**src/rtl/ibex_pkg.sv**
```systemverilog
// ibex_pkg: shared types for the writeback-stage controller.
//   wb_instr_type_e : instruction class presented by EX (LOAD, STORE, OTHER)
//   wb_ctrl_state_e : WB slot occupancy state
//   wb_slot_t       : fields captured from EX when an instruction enters WB
package ibex_pkg;

    typedef enum logic [1:0] {
        WB_INSTR_LOAD  = 2'b00,
        WB_INSTR_STORE = 2'b01,
        WB_INSTR_OTHER = 2'b10
    } wb_instr_type_e;

    typedef enum logic [1:0] {
        WB_IDLE,
        WB_HOLD,
        WB_WAIT_LSU
    } wb_ctrl_state_e;

    typedef struct packed {
        wb_instr_type_e instr_type;
        logic [4:0]     waddr;
        logic [31:0]    wdata;
        logic           we;
        logic [31:0]    pc;
        logic           compressed;
        logic           perf;
    } wb_slot_t;

    // Loads and stores park in the slot until the LSU answers.
    function automatic logic is_mem(wb_instr_type_e t);
        return (t == WB_INSTR_LOAD) || (t == WB_INSTR_STORE);
    endfunction

endpackage

```
**src/rtl/wb_ctrl.sv**
```systemverilog
// wb_ctrl: single-entry writeback slot between EX and the register-file
// write port.
//   clk_i, rst_ni                     clock, async active-low reset
//   flush_i                           kill the slot (exception/branch)
//   en_wb_i, instr_type_wb_i, rf_*_ex_i, pc_ex_i,
//   instr_is_compressed_i, instr_perf_count_i
//                                     instruction offered by EX
//   ready_wb_o                        slot can take an instruction now
//   lsu_resp_valid_i, lsu_resp_err_i, rf_wdata_lsu_i
//                                     LSU response for a parked load/store
//   rf_we_o, rf_waddr_o, rf_wdata_o, rf_wdata_sel_o
//                                     RF write port (sel: 0 = EX, 1 = LSU)
//   pc_wb_o, outstanding_o            slot PC, slot waiting on LSU
//   perf_instr_ret_o, perf_instr_ret_compressed_o
//                                     retire pulses
//   lsu_err_o, lsu_timeout_o          LSU error / abandonment pulses
module wb_ctrl
    import ibex_pkg::*;
#(
    parameter int unsigned LsuTimeout = 256
) (
    input  logic        clk_i,
    input  logic        rst_ni,
    input  logic        flush_i,
    input  logic        en_wb_i,
    input  logic [1:0]  instr_type_wb_i,
    input  logic [4:0]  rf_waddr_ex_i,
    input  logic [31:0] rf_wdata_ex_i,
    input  logic        rf_we_ex_i,
    input  logic [31:0] pc_ex_i,
    input  logic        instr_is_compressed_i,
    input  logic        instr_perf_count_i,
    output logic        ready_wb_o,
    input  logic        lsu_resp_valid_i,
    input  logic        lsu_resp_err_i,
    input  logic [31:0] rf_wdata_lsu_i,
    output logic        rf_we_o,
    output logic [4:0]  rf_waddr_o,
    output logic [31:0] rf_wdata_o,
    output logic        rf_wdata_sel_o,
    output logic [31:0] pc_wb_o,
    output logic        outstanding_o,
    output logic        perf_instr_ret_o,
    output logic        perf_instr_ret_compressed_o,
    output logic        lsu_err_o,
    output logic        lsu_timeout_o
);

    localparam int unsigned CntW = $clog2(LsuTimeout + 1);

    wb_ctrl_state_e state_q, state_d;
    wb_slot_t       slot_q;
    logic [CntW-1:0] cnt_q, cnt_d;

    wb_instr_type_e new_type;
    logic           in_hold, in_wait, timeout_hit, done, accept;

    assign new_type = wb_instr_type_e'(instr_type_wb_i);

    // Address and PC are not qualified; rf_we_o is the only valid strobe.
    assign rf_waddr_o    = slot_q.waddr;
    assign pc_wb_o       = slot_q.pc;
    assign outstanding_o = in_wait;

    // NOTE: every signal driven here gets a default first, so no path through
    // the branches below can leave one unassigned and infer a latch.
    always_comb begin
        rf_we_o                     = 1'b0;
        rf_wdata_o                  = '0;
        rf_wdata_sel_o              = 1'b0;
        perf_instr_ret_o            = 1'b0;
        lsu_err_o                   = 1'b0;
        lsu_timeout_o               = 1'b0;
        state_d                     = state_q;

        in_hold     = (state_q == WB_HOLD);
        in_wait     = (state_q == WB_WAIT_LSU);
        timeout_hit = in_wait && (cnt_q == CntW'(LsuTimeout - 1));
        done        = in_hold || (in_wait && (lsu_resp_valid_i || timeout_hit));
        ready_wb_o  = !flush_i && ((state_q == WB_IDLE) || done);
        accept      = en_wb_i && ready_wb_o;

        // A flush suppresses every side effect of the draining instruction.
        if (!flush_i) begin
            if (in_hold) begin
                rf_we_o          = slot_q.we;
                rf_wdata_o       = slot_q.we ? slot_q.wdata : '0;
                perf_instr_ret_o = slot_q.perf;
            end else if (in_wait && lsu_resp_valid_i) begin
                // A response in the timeout cycle wins over the timeout.
                if (lsu_resp_err_i) begin
                    lsu_err_o = 1'b1;
                end else begin
                    perf_instr_ret_o = slot_q.perf;
                    if (slot_q.instr_type == WB_INSTR_LOAD) begin
                        rf_we_o        = slot_q.we;
                        rf_wdata_o     = slot_q.we ? rf_wdata_lsu_i : '0;
                        rf_wdata_sel_o = 1'b1;
                    end
                end
            end else if (timeout_hit) begin
                lsu_timeout_o = 1'b1;
            end
        end
        perf_instr_ret_compressed_o = perf_instr_ret_o && slot_q.compressed;

        if (flush_i) begin
            state_d = WB_IDLE;
        end else if (accept) begin
            state_d = is_mem(new_type) ? WB_WAIT_LSU : WB_HOLD;
        end else if (done) begin
            state_d = WB_IDLE;
        end

        // Counts only while the same instruction keeps waiting; any exit
        // (including drain-and-refill with another load) restarts at zero.
        cnt_d = (in_wait && !done && !flush_i) ? cnt_q + 1'b1 : '0;
    end

    // NOTE: state registers use non-blocking assignments so every flop samples
    // the pre-edge values regardless of statement order.
    // NOTE: the slot registers are reset too, so rf_waddr_o and pc_wb_o come
    // out of reset as zero rather than X.
    always_ff @(posedge clk_i or negedge rst_ni) begin
        if (!rst_ni) begin
            state_q <= WB_IDLE;
            cnt_q   <= '0;
            slot_q  <= '0;
        end else begin
            state_q <= state_d;
            cnt_q   <= cnt_d;
            if (accept) begin
                slot_q.instr_type <= new_type;
                slot_q.waddr      <= rf_waddr_ex_i;
                slot_q.wdata      <= rf_wdata_ex_i;
                slot_q.we         <= rf_we_ex_i;
                slot_q.pc         <= pc_ex_i;
                slot_q.compressed <= instr_is_compressed_i;
                slot_q.perf       <= instr_perf_count_i;
            end
        end
    end

endmodule

```
**config.mk**
```make
export PLATFORM = sky130hd
export DESIGN_NAME = wb_ctrl
export DESIGN_NICKNAME = d
export VERILOG_FILES = /design/src/rtl/ibex_pkg.sv /design/src/rtl/wb_ctrl.sv
export SDC_FILE = /design/constraint.sdc
export NUM_CORES = 1
export LEC_CHECK = 0
export ABC_AREA = 0
export CAP_MARGIN = 15
export CORE_UTILIZATION = 37
export DETAILED_ROUTE_END_ITERATION = 7
export PLACE_DENSITY = 0.76
export SKIP_CTS_REPAIR_TIMING = 1
export SLEW_MARGIN = 10
export SYNTH_ARGS = -nofsm -noshare
export SYNTH_HDL_FRONTEND = slang
export SYNTH_SLANG_ARGS = --single-unit
```
**constraint.sdc**
```tcl
create_clock -name clk_i -period 2 [get_ports clk_i]
set_input_delay 0.3 -clock clk_i [delete_from_list [all_inputs] [get_ports clk_i]]
set_output_delay 0.3 -clock clk_i [all_outputs]
set_load 0.005 [all_outputs]
```
==> results.toml, run 1 <==
[layout]
fin_nets = 619
fin_cells = 647
layout_commonest_cell = "clkdlybuf4s50_1"
drive_gt1_share_pct = 36.9
layout_common_cells = "clkdlybuf4s50_1 (148), dfrtp_1 (85), mux2_4 (54)"
area_delta_synth_final_pct = 68.5

[sta]
rsz0062_at_grt = "true"
slew_viol_final = 0
timing.fmax_mhz = 453
period_minus_slack_ps = 2210
slew_headroom_pct = 67.1
setup_ws_ps = -206
hold_slack_ps = 345
hold_violations = 0
fin_skew_ps = 13.0
finalSetupViolCount = 110
post-route-period-util_pct = 110
tightest_slew_ps = 494

[synthesis]
netlist_area_sq_um = 4000
synth_area_leaders = "dfrtp_1 (53%), mux2_1 (14%), a22o_1 (7.2%), buf_4 (7.1%), mux2_2 (7.0%)"
ys_seq_elements = 85
synth_cell_type_count = 29
avgSynthCellArea_sq_um = 13.4
synth_cells = 299
ys_seq_area_share_pct = 53.2
synth_top_area_cell = "dfrtp_1"
syn_nets = 413
yosys_warnings = 0
yosysTopAreaCellShare_pct = 53.2

[global_route]
grt_max_degree = 52
grt_pass1_vias = 3147
grt_util_met1_pct = 20.5
use_met3_pct = 5.27
busiest_layer = "met2"
grt_pass1_wl_mm = 15.2
antenna_found_initial = 1
gr-total-overflow = 0
grt_usage_pct = 17.4
grt_use_met2_pct = 29.7

[floorplanning]
die_h_microns = 106
die_width_microns = 106
start_util_pct = 38.4
die-area_sq_um = 11200
row_count = 37
io_pins = 189
core_area_sq_um = 10400

[route]
vias = 3177
first_pass_iters = 4
routed_via_density = 4.91
drc_errors = 0
drt_iter0_drc = 160
wl_per_cell_microns = 18.6
antenna_left = 0
wirelength_mm = 12.0

[clocking]
clock-sinks = 85
clkTransAtPathRegs_ps = 90
numCtsBuffers = 9
h-tree-depth = 3
clock_latency_ps = 360
cts-root-buf = "clkbuf_8"
cts_tree = "yes"
clk_path_buf_depth = 2

[job]
maxCapViolCount = 0

[place]
globalplace.congestion = 0.763
dp_cells = 590
hpwl_mm = 7.14
portBuffers = 188

[pwr]
ir_drop_mv = 0.382
p_per_area_nw_per_um2 = 660
p_leak_nw = 3.05

[run_status]
violations = "setup timing"
outcome = "finished, violations left"

[worst_setup_path]
start_kind = "flip-flop"
arrival_ps = 1910
cpPeakStageDelay_ps = 430
crit_type = "flip-flop to output pin"
cp_common_cell = "buf_6"
crit_chain = "buf_6, nand2b_4, nor2_4, buf_6, buf_6, clkbuf_16, buf_6, a22o_1, buf_2"
crit_fanout = 7
cp_slowest_cell = "dfrtp_1"
endpoint_kind = "output pin"
worstPathRequired_ps = 1700
reg2reg_depth = 9

[hold_path]
hold_class = "primary input to flip-flop"
whs_path_depth = 3
[area by class of cell]
class | count | area, sq um
Clock inverter | 5 | 41.3
Clock buffer | 11 | 151
Fill cell | 770 | 3670
Multi-Input combinational cell | 161 | 1750
Sequential cell | 85 | 2130
Timing Repair Buffer | 247 | 2490
Tap cell | 136 | 170
Antenna cell | 1 | 2.50
Inverter | 1 | 3.75
[worst paths after layout]
path                                  from       endpoint  slack (ps)
worst max-delay path            state_q[1]  rf_wdata_o[1]        -210
worst min-delay path               flush_i     state_q[1]         350
worst max register to register    cnt_q[1]     slot_q[39]        -180
worst min register to register  pc_wb_o[8]     pc_wb_o[8]         490
max in group asynchronous           rst_ni    pc_wb_o[12]         910
min in group asynchronous           rst_ni  rf_waddr_o[4]         440
[through the flow]
| step | setup slack [ps] | total power (W) | cell area (sq um) | utilization [%] | setup TNS, ps |
|---|---|---|---|---|---|
| after floorplan | 14.1 | 0.00257 | 4020 | - | 0 |
| after global placement | -522 | 0.00300 | 5860 | 56.3 | -22530 |
| after detailed placement | -554 | 0.00304 | 5860 | 56.3 | -25210 |
| after CTS | -569 | 0.00424 | 6050 | 58.1 | -27000 |
| after global routing | -296 | 0.00466 | 6740 | 64.7 | -21880 |
| final | -206 | 0.00445 | 6740 | 64.7 | -11060 |
[critical path: cells and delay by family (launching register included)]
kind | cells | cell delay [ps]
AOI/OAI and AO/OA | 1 | 110
buffers and inverters | 6 | 690
and+or+nand+nor | 2 | 310
DFF | 1 | 430
[sequential cells by signal, indices dropped and copies added (netlist names)]
signal	flops
pc_wb_o	32
cnt_q	9
slot_q	37
state_q	2
rf_waddr_o	5
[power breakdown]
group | switching (W) | internal [W] | total [W]
logic | 0.000322 | 0.000810 | 0.00113
registers | 0.000156 | 0.00197 | 0.00213
clock network | 0.000660 | 0.000533 | 0.00119
[kinds of logic after synthesis]
group / Yosys count / synth area share (%)
fa+ha+maj: 2 / 0.625
flops: 85 / 53.2
mux: 74 / 20.8
buf+inv: 53 / 10.2
compound gates: 45 / 8.98
xor+xnor: 3 / 0.657
simple gates: 37 / 5.51
[per-layer routing]
layer	wire [microns]	vias to the layer above	part of all wire, %
li1	-	1449	-
met2	6090	144	51
met1	4980	1572	41
met5	0	-	0
met3	837	12	7.0
met4	116	0	0.96
[cells in the mapped netlist]
master / number
a21oi_1: 7
a21oi_2: 1
a22o_1: 33
and2_1: 1
and3_1: 2
and4b_1: 1
buf_2: 5
buf_4: 38
buf_6: 8
clkbuf_2: 1
dfrtp_1: 85
ha_1: 2
inv_1: 1
mux2_1: 49
mux2_2: 25
nand2_1: 4
nand2b_1: 4
nand3_1: 4
nand4_1: 1
nand4bb_2: 1
nor2_1: 9
nor2b_1: 3
nor3_1: 2
nor4_4: 1
o21ai_0: 3
o21bai_2: 1
or3_1: 4
xnor2_1: 1
xor2_1: 2
Power figures use the tool's default switching activity.
==> inputs of run 2 (changes only) <==
--- a/config.mk
+++ b/config.mk
@@ -11,7 +11,7 @@
 export DETAILED_ROUTE_END_ITERATION = 7
 export PLACE_DENSITY = 0.76
 export SKIP_CTS_REPAIR_TIMING = 1
-export SLEW_MARGIN = 10
+export SLEW_MARGIN = 20
 export SYNTH_ARGS = -nofsm -noshare
 export SYNTH_HDL_FRONTEND = slang
 export SYNTH_SLANG_ARGS = --single-unit
==> results of run 2 <==
No change in the layout: final DEF, timing and power equal those of run 1.
